==> config.mk <==
export PLATFORM = sky130hd
export DESIGN_NAME = filt_frame_ctrl
export DESIGN_NICKNAME = d
export VERILOG_FILES = /design/src/rtl/filt_frame_ctrl.sv
export SDC_FILE = /design/constraint.sdc
export NUM_CORES = 1
export LEC_CHECK = 0
export ABC_AREA = 0
export ABC_CLOCK_PERIOD_IN_PS = 2300
export BUFFER_PORTS_ARGS = -buffer_cell sky130_fd_sc_hd__buf_4
export CAP_MARGIN = 30
export CORE_ASPECT_RATIO = 1.5
export CORE_MARGIN = 8
export CORE_UTILIZATION = 55
export DETAILED_ROUTE_END_ITERATION = 12
export PLACE_DENSITY = 0.9
export SYNTH_ARGS = -nofsm -noshare
export SYNTH_HDL_FRONTEND = slang
export SYNTH_SLANG_ARGS = --single-unit
==> constraint.sdc <==
create_clock -name video_clk -period 2.3 [get_ports video_clk]
set_clock_uncertainty 0.15 [all_clocks]
set_input_delay 0.23 -clock video_clk [delete_from_list [all_inputs] [get_ports video_clk]]
set_output_delay 0.23 -clock video_clk [all_outputs]
set_load 0.01 [all_outputs]
==> src/rtl/filt_frame_ctrl.sv <==
// filt_frame_ctrl: frame-synchronous config, geometry tracking and
// matched-latency output select for the 3x3 filter stage.
module filt_frame_ctrl #(
  parameter int H_ACT    = 1280,
  parameter int V_ACT    = 720,
  parameter int FILT_LAT = 4
) (
  input  logic        video_clk,
  input  logic        rst_n,
  input  logic        cfg_valid,
  output logic        cfg_ready,
  input  logic [1:0]  cfg_mode,
  input  logic        cfg_border,
  input  logic        in_vs,
  input  logic        in_de,
  input  logic [7:0]  in_data,
  input  logic [7:0]  filt_data0,
  input  logic [7:0]  filt_data1,
  input  logic [7:0]  filt_data2,
  output logic        out_vs,
  output logic        out_de,
  output logic [7:0]  out_data,
  output logic [1:0]  active_mode,
  output logic [15:0] frame_cnt,
  output logic        err_geom
);

  localparam int CW = $clog2(H_ACT + 1);
  localparam int RW = $clog2(V_ACT + 1);
  localparam logic [CW-1:0] COL_MAX  = CW'(H_ACT);
  localparam logic [CW-1:0] COL_LAST = CW'(H_ACT - 1);
  localparam logic [RW-1:0] ROW_MAX  = RW'(V_ACT);
  localparam logic [RW-1:0] ROW_LAST = RW'(V_ACT - 1);

  typedef enum logic {
    WAIT_VS,
    FRAME
  } state_t;

  state_t          state;
  logic            in_vs_q;
  logic            de_q;
  logic            pend_vld;
  logic [1:0]      pend_mode;
  logic            pend_border;
  logic            active_border;
  logic [CW-1:0]   col;
  logic [RW-1:0]   row;

  logic            vs_rise;
  logic            de_fall;
  logic            cfg_xfer;
  logic            border;
  logic            bypass;

  assign vs_rise   = in_vs & ~in_vs_q;
  assign de_fall   = de_q & ~in_de;
  assign cfg_ready = ~pend_vld;
  assign cfg_xfer  = cfg_valid & cfg_ready;
  assign bypass    = (active_mode == 2'd0);
  assign border    = in_de & ((col == '0) | (col == COL_LAST) |
                              (row == '0) | (row == ROW_LAST));

  // A request landing on the vs_rise cycle fills an empty slot and
  // therefore waits for the following frame edge.
  always_ff @(posedge video_clk or negedge rst_n) begin
    if (!rst_n) begin
      in_vs_q       <= 1'b0;
      pend_vld      <= 1'b0;
      pend_mode     <= '0;
      pend_border   <= 1'b0;
      active_mode   <= '0;
      active_border <= 1'b0;
    end else begin
      in_vs_q <= in_vs;
      if (cfg_xfer) begin
        pend_vld    <= 1'b1;
        pend_mode   <= cfg_mode;
        pend_border <= cfg_border;
      end else if (vs_rise && pend_vld) begin
        pend_vld      <= 1'b0;
        active_mode   <= pend_mode;
        active_border <= pend_border;
      end
    end
  end

  always_ff @(posedge video_clk or negedge rst_n) begin
    if (!rst_n) begin
      state     <= WAIT_VS;
      de_q      <= 1'b0;
      col       <= '0;
      row       <= '0;
      frame_cnt <= '0;
      err_geom  <= 1'b0;
    end else begin
      de_q <= in_de;
      unique case (state)
        WAIT_VS: begin
          if (vs_rise) begin
            state     <= FRAME;
            col       <= '0;
            row       <= '0;
            frame_cnt <= frame_cnt + 16'd1;
          end
        end
        FRAME: begin
          if (vs_rise) begin
            if (row != ROW_MAX) err_geom <= 1'b1;
            frame_cnt <= frame_cnt + 16'd1;
            row       <= '0;
            col       <= '0;
          end else if (de_fall) begin
            if (col != COL_MAX) err_geom <= 1'b1;
            if (row != ROW_MAX) row <= row + RW'(1);
            col <= '0;
          end else if (in_de && col != COL_MAX) begin
            col <= col + CW'(1);
          end
        end
        default: state <= WAIT_VS;
      endcase
    end
  end

  // The select is resolved on entry: fsel 0 takes the (possibly zeroed)
  // raw pixel, 1..3 take the matching filter result at the output.
  logic [7:0] pix_in;
  logic [1:0] fsel_in;

  always_comb begin
    pix_in  = '0;
    fsel_in = '0;
    unique case (1'b1)
      in_de & bypass:            pix_in  = in_data;
      in_de & ~bypass & ~border: fsel_in = active_mode;
      in_de & ~bypass & border:  pix_in  = active_border ? in_data : 8'd0;
      default:                   pix_in  = '0;
    endcase
  end

  logic [FILT_LAT-1:0] vs_sr;
  logic [FILT_LAT-1:0] de_sr;
  logic [7:0]          pix_sr  [FILT_LAT];
  logic [1:0]          fsel_sr [FILT_LAT];

  always_ff @(posedge video_clk or negedge rst_n) begin
    if (!rst_n) begin
      vs_sr <= '0;
      de_sr <= '0;
      for (int i = 0; i < FILT_LAT; i++) begin
        pix_sr[i]  <= '0;
        fsel_sr[i] <= '0;
      end
    end else begin
      vs_sr[0]   <= in_vs;
      de_sr[0]   <= in_de;
      pix_sr[0]  <= pix_in;
      fsel_sr[0] <= fsel_in;
      for (int i = 1; i < FILT_LAT; i++) begin
        vs_sr[i]   <= vs_sr[i-1];
        de_sr[i]   <= de_sr[i-1];
        pix_sr[i]  <= pix_sr[i-1];
        fsel_sr[i] <= fsel_sr[i-1];
      end
    end
  end

  assign out_vs = vs_sr[FILT_LAT-1];
  assign out_de = de_sr[FILT_LAT-1];

  always_comb begin
    unique case (fsel_sr[FILT_LAT-1])
      2'd1:    out_data = filt_data0;
      2'd2:    out_data = filt_data1;
      2'd3:    out_data = filt_data2;
      default: out_data = pix_sr[FILT_LAT-1];
    endcase
  end

endmodule

======== After elaboration in Yosys (flattened, before gate mapping) ========
Index checks and enable logic that the tools add are counted.
word-level totals
  bits of input ports ..................... 40
  register bits after elaboration ......... 96
  word-level logic and storage cells ...... 90
cells by class
  multiplexer cells ....................... 23
  reductions and logical operators ........ 12
  bitwise logic cells ..................... 18
  $add $sub $neg .......................... 3
  equality and inequality tests ........... 12
operators by type and width
  cell                                            number
  two-way mux 11 bit                              4
  two-way mux 10 bit                              4
  case mux 8 bit (3 select lines)                 1
  case mux 11 bit (2 select lines)                1
  case mux 10 bit (2 select lines)                1
  adder 16 x 1 -> 16 bit (second input constant)  1
  two-way mux 16 bit                              1
  case mux 8 bit (2 select lines)                 1
  adder 11 x 1 -> 11 bit (second input constant)  1
  == test 11 bit (second input constant)          1
  logical NOT 11 bit                              1
  != test 11 bit (second input constant)          1
  adder 10 x 1 -> 10 bit (second input constant)  1
  == test 10 bit (second input constant)          1
  logical NOT 10 bit                              1
  != test 10 bit (second input constant)          1
  AND 1 bit                                       8
  two-way mux 1 bit                               8
  two-way mux 8 bit                               1
  inverter 1 bit                                  7
  != test 3 x 1 -> 1 bit (second input constant)  2
  nonzero test 2 bit                              3
  == test 2 bit (second input constant)           2
  != test 4 x 1 -> 1 bit (second input constant)  1
  10 further kinds                                14

======== Logic depth before layout (Yosys ltp) ========
Gate-level depths: netlist of the first run.
  depth in word-level cells ............... 8
  gate-level depth with buffers ........... 6
  depth with buffers taken out ............ 6

======== Worst setup path before layout of the first run ========
OpenSTA, ideal clock, no wires.
  path type ............................... register to register
  start ................................... reg col[0]
  end ..................................... reg col[1]
  slack ................................... 0.542 ns
  cell stages (with the launch flop) ...... 7
  data arrival time ....................... 1.483 ns
  cell sequence ........................... dfrtp_1 > inv_1 > ha_1 > nor4b_2 > nand4_1 > o22ai_1 > mux2_2
on the way
  cells in the longest elaborated chain, start to end .. 5
RTL lines
  what                              line  source
  start, declared                   47    logic [CW-1:0] col;
  start signal, assigned            118   col <= col + CW'(1);
  adder 11 x 1 -> 11 bit            118
  two-way mux 11 bit                117   end else if (in_de && col != COL_MAX) begin
  two-way mux 11 bit                113   end else if (de_fall) begin
  two-way mux 11 bit                108   if (vs_rise) begin
  case mux 11 bit (2 select lines)  98    unique case (state)
Parallel ways exist; a longest one is shown, timed or not. The select of a mux whose other input is x is not followed.
A chain may end at the register's enable or synchronous reset.

======== Worst setup path after layout of the first run ========
  start ................................... reg fsel_sr[0] (netlist name)
  end ..................................... out out_data[7]
on the way
  cells in the longest elaborated chain, start to end .. 2
RTL lines
  what                                                     line  source
  start, declared                                          145   logic [1:0] fsel_sr [FILT_LAT];
  start signal, assigned by index                          164   fsel_sr[i] <= fsel_sr[i-1];
  == test 2 bit or == test 2 x 1 -> 1 bit (tied branches)  173   unique case (fsel_sr[FILT_LAT-1])
  case mux 8 bit (3 select lines) *                        173
  end, declared                                            22    output logic [7:0] out_data,
Mark *: on every way between the ends. The rest lies on a longest branch, timed or not.

==> flow_summary_export.csv, run 1 <==
group,metric,value,unit
synth,synth_top_area_share,61.26,%
pwr,vdd_drop_max,0.4068,mV
worst_setup_path,criticalPathCategory,"reg2out",
cts,cts_max_level,3,
synth,ys_ff_latch,94,
timing,timing_hold_violations_final,0,
synth,synth_nets,336,
layout,fillers,483,
timing,post-route-worst-setup-slack,0.1744,ns
cts,clock-sinks,94,
layout,diodes,0,
route,firstDrtPassIters,4,
global_routing,antenna_found_initial,0,
place,dp_worst_setup_slack,0.2990,ns
floorplan,die_w,84.23,um
timing,clock.fmax,0.4705,GHz
layout,layout-drive-gt1-share,27.75,%
route,drc,0,
synth,yosysTopAreaCell,"dfrtp_1",
layout,final_cell_mix,"94 x dfrtp_1, 69 x buf_4, 18 x nand2_1, 15 x dlygate4sd3_1, 14 x xnor2_1",
global_routing,grt_pass1_wl,13890,um
hold_path,hp-class,"in2async",
timing,fin_crit,2.126,ns
worst_setup_path,path_depth,2,
synth,synth.yosys.warnings,0,
route,ant_nets,0,
worst_setup_path,reg2regPathDepth,6,
pwr,pwr_density_cell,832.9,nW/um2
timing,fin_tns_setup,0,ns
layout,fin_area,4742,um2
cts,numCtsBuffers,9,
place,gp_congestion,0.9002,
route,dr.first_iter.drc_count,191,
cts,path_clk_slew,0.09,ns
route,wirelength,8304,um
place,portBuffers,69,
worst_setup_path,r2r_end,"col[1]",
timing,worst_pin_slew,0.5263,ns
worst_setup_path,r2r-start,"col[0]",
worst_setup_path,cp_slowest_cell,"dfrtp_1",
global_routing,grt_max_degree,72,
worst_setup_path,crit_buf_inv,1,
timing,fin_crit_sh,92.42,%
synth,synth_ff_type,"dfrtp_1",
layout,layout_commonest_cell,"dfrtp_1",
synth,avgSynthCellArea,13.20,um2
worst_setup_path,worstSetupStartpointType,"flop",
worst_setup_path,cp_data_required_time,1.92,ns
layout,fin_util,69.68,%
place,place_area,4387,um2
floorplan,coreArea,6805,um2
timing,rsz0062_at_grt,"no",
cts,cts_buffer_depth,2,
worst_setup_path,cp.arrival,1.75,ns
layout,syn_to_final_growth,23.49,%
pwr,p_leak,2.235,nW
floorplan,num_rows,37,
worst_setup_path,ff2ff_setup_slack,0.29,ns
route,via_per_inst,5.809,
timing,holdWs,0.1543,ns
floorplan,die_h,118.3,um
timing,slew_headroom,64.92,%
floorplan,start_util,56.43,%
outcome,status,"finished, final reports clean",
global_routing,grt_overflow_total,0,
layout,multi_input_area,1376,um2
global_routing,grt_pass1_vias,2825,
worst_setup_path,slowest_delay,0.65,ns
layout,final_nets,422,
synth,synthCells,291,
worst_setup_path,critPathCaptureType,"output pin",
synth,synth_area_leaders,"dfrtp_1 61%, mux4_2 4.7%, xnor2_1 3.2%, xor2_1 2.5%, mux2_2 2.1%",
synth,async_flop_share,100.0,%
synth,yosysUniqueCellTypes,50,
cts,cts-root-buf,"clkbuf_8",
floorplan,die_area,9967,um2
place,place_inst,429,
floorplan,io_pins,70,
synth,ys_seq_area_share,61.26,%
layout,seqCellArea,2352,um2
timing,slew_viol_final,0,
synth,synth_area,3840,um2
worst_setup_path,cpLargestDelayFamily,"flip-flops",
worst_setup_path,cp_max_fo,8,
layout,final-instance-count-excl-fill,460,
global_routing,track_usage,17.41,%
timing,setup_viol,0,
pwr,finalPower,3.950,mW
place,hpwl,5413,um
cts,cts_tree,"built",
route,wl_per_cell,18.05,um
route,via_count,2672,
cts,clock_latency,0.37,ns
cts,cts_resized,0,
worst_setup_path,worstPathCellList,"mux4_2 > buf_4",
run,max_cap_violations,0,
synth,synth_edf_count,0,
cts,cts_setup_buffers,0,
metal layers:
layer / track usage (%) / wire [um]
met4: 10.20 / 286
met1: 18.21 / 3003
met3: 5.086 / 528
met5: 0 / 0
met2: 30.03 / 4487
kinds of logic (layout without fill, tap and decap cells):
logic type	after synthesis	after routing	share of synthesized area [%]
mux	17	17	7.266
flops	94	94	61.26
simple gates	90	90	13.46
fa+ha+maj	5	5	1.629
buf+inv	16	107	2.900
compound gates	44	44	7.788
xor+xnor	25	25	5.702
repair_timing:
| item | 4_1_cts | 5_1_grt |
|---|---|---|
| endpoints found under the setup margin | 0 | 0 |
| hold buffers | 15 | 0 |
| endpoints found under the hold margin | 54 | 0 |
cells in the mapped netlist (4+ instances only):
library cell and n:
nor2b_1 4, mux4_2 8, dfrtp_1 94, o211ai_1 5, nand4_1 11, or3_1 6
and3_1 4, nor2_1 11, a21boi_0 8, a21oi_1 8, xnor2_1 14, and4_1 6
inv_1 6, o21ai_0 7, nand2_1 18, nand3_1 9, buf_6 4, nor3_1 5
mux2_2 7, ha_1 5, xor2_1 11
area by class of cell:
class	count	share of cell area [%]
clock inverter	6	1.425
clock buffer	10	2.902
tap	78	2.058
multi-input combinational	181	29.02
inverter	6	0.4749
timing repair buffer	85	14.51
sequential	94	49.60
registers in the layout, indices dropped and copies added (netlist names):
signal         flops
active_border      1
active_mode        2
col               11
de_sr              4
err_geom           1
frame_cnt         16
fsel_sr            8
pend_border        1
pend_mode          2
pend_vld           1
pix_sr            32
row               10
state              1
vs_sr              4
where the power goes:
| part | total, mW | switching [mW] | internal, mW |
|---|---|---|---|
| Combinational | 0.721 | 0.317 | 0.404 |
| Sequential | 2.11 | 0.185 | 1.92 |
| Clock | 1.12 | 0.584 | 0.537 |
| Total | 3.95 | 1.09 | 2.86 |
worst max-delay path by stage:
stage	slack (ns)	end	start
6_report	0.17	out_data[7]	fsel_sr[0]
5_1_grt	0.06	out_data[7]	fsel_sr[0]
4_1_cts	0.14	out_data[7]	fsel_sr[0]
3_5_place_dp	0.30	col[1]	col[0]
3_3_place_gp	0.33	col[1]	col[0]
2_1_floorplan	0.54	col[1]	col[0]
worst register-to-register path, cell delays in order, from the launching register on:
cell and delay [ns]:
dfrtp_1 0.43, inv_1 0.11, ha_1 0.14, nor4b_2 0.25, nand4_1 0.27, o22ai_1 0.21, mux2_2 0.35
Power figures use the tool's default switching activity.
==> run 2: changes to the inputs <==
Settings changed: ABC_AREA 0 to 1, CORE_UTILIZATION 55 to 56.
==> flow_summary_export.csv, run 2 <==
group,metric,value,unit
worst_setup_path,cp_data_required_time,2.42,ns
hold_path,hp-class,"reg2reg",
timing,fin_crit,2.057,ns
synth,ys_ff_latch,94,
global_routing,track_usage,19.55,%
floorplan,num_rows,39,
layout,final_nets,614,
timing,timing_hold_violations_final,0,
worst_setup_path,cp_max_fo,19,
global_routing,antenna_found_initial,0,
timing,post-route-worst-setup-slack,0.2434,ns
layout,layout_commonest_cell,"nand2_1",
cts,cts_max_level,3,
synth,synthCells,480,
global_routing,grt_pass1_wl,16640,um
cts,cts_setup_buffers,0,
place,place_inst,645,
worst_setup_path,critPathCaptureType,"flop",
layout,layout-drive-gt1-share,18.99,%
route,via_per_inst,5.368,
layout,final_cell_mix,"135 x nand2_1, 94 x dfrtp_1, 70 x buf_4, 55 x inv_1, 40 x nor2_1",
floorplan,die_w,87.16,um
synth,synth_area_leaders,"dfrtp_1 55%, nand2_1 12%, inv_1 4.9%, nand4_1 4.3%, nand3_1 4.2%",
place,hpwl,6896,um
route,drc,0,
place,portBuffers,69,
route,ant_nets,0,
floorplan,io_pins,70,
synth,synth_edf_count,0,
cts,path_clk_slew,0.06,ns
synth,yosysTopAreaCell,"dfrtp_1",
synth,synth_top_area_share,55.31,%
outcome,status,"finished, final reports clean",
route,firstDrtPassIters,5,
timing,clock.fmax,0.4862,GHz
layout,fillers,552,
global_routing,grt_max_degree,65,
worst_setup_path,cp.arrival,2.18,ns
route,wl_per_cell,14.61,um
run,max_cap_violations,0,
synth,synth_ff_type,"dfrtp_1",
layout,diodes,0,
cts,clock-sinks,94,
cts,numCtsBuffers,9,
cts,cts_buffer_depth,2,
synth,yosys-top-cells-count,"135 x nand2_1, 94 x dfrtp_1, 55 x inv_1",
floorplan,die_h,122.7,um
global_routing,grt_overflow_total,0,
floorplan,coreArea,7515,um2
place,dp_worst_setup_slack,0.4461,ns
synth,synth_area,4253,um2
global_routing,grt_pass1_vias,3652,
layout,largest_reg_flops,32,
cts,cts_tree,"built",
route,wirelength,9877,um
layout,top_regs,"pix_sr x32, frame_cnt x16, col x11",
synth,synth_nets,525,
synth,yosysUniqueCellTypes,32,
cts,clock_latency,0.34,ns
timing,setup_viol,0,
timing,fin_tns_setup,0,ns
synth,async_flop_share,100.0,%
place,gp_congestion,0.9163,
worst_setup_path,worstSetupStartpointType,"input port",
floorplan,start_util,56.59,%
worst_setup_path,criticalPathCategory,"in2reg",
route,via_count,3629,
synth,avgSynthCellArea,8.860,um2
layout,final-instance-count-excl-fill,676,
timing,slew_headroom,64.27,%
pwr,p_leak,2.751,nW
pwr,vdd_drop_max,0.5048,mV
synth,synth.most_common_cell,"nand2_1",
synth,synth.yosys.warnings,0,
layout,syn_to_final_growth,24.71,%
route,dr.first_iter.drc_count,291,
pwr,pwr_density_cell,837.9,nW/um2
timing,rsz0062_at_grt,"no",
timing,worst_pin_slew,0.5340,ns
timing,slew_viol_final,0,
floorplan,die_area,10700,um2
cts,cts-root-buf,"clkbuf_16",
synth,ys_seq_area_share,55.31,%
layout,regMostFlops,"pix_sr",
timing,fin_crit_sh,89.42,%
[run 2: cell count changes in the layout (fill, tap and decap cells not counted), sizes merged, moves of 7 or more]
| cell | delta |
|---|---|
| mux4 | -8 |
| a21boi | -8 |
| nand4 | +19 |
| nor2 | +34 |
| nand3 | +27 |
| inv | +51 |
| nand2 | +124 |
| o21ai | +14 |
| or3 | -7 |
| xnor2 | -8 |
| and4 | -7 |
[run 2: kinds of logic (layout without fill, tap and decap cells)]
kind of cell / count (synthesis) / count (layout) / synth area share, %
AND/OR/NAND/NOR: 265 / 265 / 28.60
flip-flops: 94 / 94 / 55.31
buffers and inverters: 67 / 161 / 6.590
AO/OA/AOI/OAI: 30 / 30 / 4.002
XOR/XNOR: 17 / 17 / 3.501
adder cells (fa/ha/maj): 5 / 5 / 1.471
multiplexers: 2 / 2 / 0.5295
[run 2: layout make-up]
type	instances	area (um2)	share of cell area, %
timing repair buffer	86	695.7	13.12
clock inverter	4	28.78	0.5426
tap	102	127.6	2.406
multi-input combinational	319	1620	30.55
sequential	94	2352	44.35
inverter	59	222.7	4.199
clock buffer	12	256.5	4.836
[run 2: repair_timing]
action	CTS	global route
hold buffers	15	0
hold endpoints to repair	44	0
resized for setup	0	0
[run 2: path summary, 6_finish.rpt]
kind                             from  slack (ns)  depth (start not counted)       endpoint
min in group asynchronous       rst_n        0.22                          2   pend_mode[1]
hold reg to reg            pix_sr[19]        0.20                          0     pix_sr[11]
setup reg to reg             vs_sr[0]        0.40                          9        col[10]
hold / removal             pix_sr[19]        0.20                          0     pix_sr[11]
max in group asynchronous       rst_n        1.12                          3  frame_cnt[10]
setup / recovery                in_vs        0.24                         12        col[10]
[run 2: critical path: stages]
cell	delay [ns]
dlygate4sd3_1	0.54
buf_4	0.13
inv_1	0.06
nor2_4	0.38
nor2_2	0.09
nor2_2	0.15
nand2_2	0.11
nand2_4	0.18
nand2_1	0.09
nand2_1	0.07
nand2_1	0.05
nor2_1	0.08
[run 2: where the power goes]
part	leakage (nW)	internal, mW	switching, mW	total (mW)
sequential	1.23	1.91	0.185	2.09
combinational	1.38	0.408	0.538	0.946
clock	0.135	0.794	0.613	1.41
[run 2: metal layers]
layer	wire, um	global-route usage, %	up-vias	part of all wire [%]
met4	229	7.784	0	2.3
met5	0	0	-	0
li1	-	-	1713	-
met2	5079	33.70	174	51
met1	3620	21.89	1714	37
met3	946	6.099	28	9.6
[run 2: metrics by stage]
step / area (um2) / power [mW] / hold slack [ns] / util [%]
floorplan: 4253 / 2.613 / -0.2156 / -
global placement: 4868 / 2.975 / 0.03942 / 64.79
detailed placement: 4868 / 3.038 / 0.04366 / 64.79
CTS: 5304 / 4.475 / 0.1994 / 70.58
global route: 5304 / 4.666 / 0.1984 / 70.58
finish: 5304 / 4.444 / 0.1979 / 70.58
==> run 3: changes to the inputs <==
Settings changed: RECOVER_POWER from default to 50.
==> flow_summary_export.csv, run 3 (same netlist as run 2, synthesis figures left out) <==
group,metric,value,unit
timing,slew_headroom,46.33,%
timing,slew_viol_final,0,
timing,setup_viol,0,
floorplan,start_util,56.59,%
route,via_per_inst,5.342,
cts,path_clk_slew,0.06,ns
global_routing,grt_max_degree,65,
cts,cts_max_level,3,
outcome,status,"finished, final reports clean",
layout,layout_commonest_cell,"nand2_1",
layout,top_regs,"pix_sr x32, frame_cnt x16, col x11",
cts,cts-root-buf,"clkbuf_16",
layout,final_cell_mix,"136 x nand2_1, 94 x dfrtp_1, 61 x buf_4, 55 x inv_1, 40 x nor2_1",
layout,largest_reg_flops,32,
timing,fin_crit,2.102,ns
cts,cts_setup_buffers,0,
timing,holdWs,0.1968,ns
timing,fin_tns_setup,0,ns
cts,cts_tree,"built",
floorplan,die_w,87.16,um
timing,rsz0062_at_grt,"no",
layout,final_nets,614,
worst_setup_path,worstSetupStartpointType,"input port",
cts,cts_buffer_depth,2,
floorplan,die_h,122.7,um
floorplan,coreArea,7515,um2
layout,fillers,560,
route,firstDrtPassIters,5,
worst_setup_path,cp_data_required_time,2.37,ns
route,drc,0,
floorplan,io_pins,70,
route,wl_per_cell,14.62,um
run,max_cap_violations,0,
global_routing,grt_overflow_total,0,
layout,seqCellArea,2352,um2
global_routing,track_usage,19.55,%
worst_setup_path,critPathCaptureType,"flop",
global_routing,grt_pass1_wl,16640,um
hold_path,hp-class,"reg2reg",
layout,diodes,0,
worst_setup_path,criticalPathCategory,"in2reg",
route,dr.first_iter.drc_count,299,
layout,syn_to_final_growth,23.98,%
route,via_count,3611,
pwr,pwr_density_cell,839.3,nW/um2
worst_setup_path,cp_max_fo,19,
pwr,p_leak,2.725,nW
place,hpwl,6896,um
global_routing,grt_pass1_vias,3652,
route,wirelength,9881,um
timing,clock.fmax,0.4758,GHz
timing,worst_pin_slew,0.8050,ns
floorplan,num_rows,39,
layout,multi_input_area,1618,um2
place,portBuffers,69,
worst_setup_path,critPathLaunch,"in_de",
place,gp_congestion,0.9163,
cts,numCtsBuffers,9,
route,ant_nets,0,
global_routing,antenna_found_initial,0,
cts,cts_resized,0,
hold_path,holdCritStartpoint,"pix_sr[19]",
timing,timing_hold_violations_final,0,
worst_setup_path,r2r-start,"vs_sr[0]",
timing,fin_crit_sh,91.39,%
layout,layout-drive-gt1-share,17.60,%
layout,regMostFlops,"pix_sr",
cts,ctsHoldBuffers,15,
pwr,vdd_drop_max,0.5038,mV
worst_setup_path,cp.arrival,2.17,ns
cts,clock_latency,0.34,ns
floorplan,die_area,10700,um2
cts,clock-sinks,94,
-- run 3: cell count changes in the layout (fill, tap and decap cells not counted) --
cell / previous run / this run
clkbuf_1: 1 / 8
clkbuf_4: 0 / 1
nand2_2: 5 / 4
buf_4: 70 / 61
nand2_1: 135 / 136
clkbuf_2: 0 / 1
-- run 3: per-stage QoR --
step	utilization (%)	instance area (um2)	total power, mW	std cells	worst slack [ns]
6_report	70.16	5273	4.425	676	0.1981
5_1_grt	70.16	5273	4.646	676	0.07320
4_1_cts	70.58	5304	4.475	676	0.2670
3_5_place_dp	64.79	4868	3.038	645	0.4461
3_3_place_gp	64.79	4868	2.975	645	0.5200
2_1_floorplan	-	4253	2.613	480	0.6562
-- run 3: cell type report --
class | instances | share of cell area (%)
timing repair buffer | 86 | 12.65
clock inverter | 4 | 0.5458
inverter | 59 | 4.224
clock buffer | 12 | 4.865
multi-input combinational | 319 | 30.68
sequential | 94 | 44.61
tap | 102 | 2.420
-- run 3: power by group --
group          internal [mW]  total (mW)  switching (mW)  leakage, nW
registers               1.91        2.09           0.185         1.23
logic                  0.389       0.927           0.537         1.36
clock network          0.794        1.41           0.614        0.135
total                   3.09        4.43            1.34         2.73
-- run 3: worst paths after layout --
| kind | end | slack (ns) | cells after the start |
|---|---|---|---|
| worst max-delay path | col[10] | 0.20 | 11 |
| max in group asynchronous | frame_cnt[10] | 0.85 | 3 |
| worst max register to register | frame_cnt[15] | 0.35 | 8 |
| worst min-delay path | pix_sr[11] | 0.20 | 0 |
| min in group asynchronous | pend_mode[1] | 0.36 | 2 |
| worst min register to register | pix_sr[11] | 0.20 | 0 |
-- run 3: critical path, stage by stage --
cell,delay (ns)
dlygate4sd3_1,0.53
clkbuf_1,0.43
clkinv_2,0.20
nand2_4,0.15
o21ai_4,0.08
inv_2,0.14
nand2_4,0.14
nand2_1,0.10
nand2_1,0.06
nand2_1,0.06
nor2_1,0.04
-- run 3: routing by layer --
layer,share of wire [%],vias to the layer above,GRT usage (%)
met5,0,-,0
met4,1.9,0,7.784
met3,9.0,23,6.099
met2,52,158,33.70
met1,37,1718,21.89
li1,-,1712,-
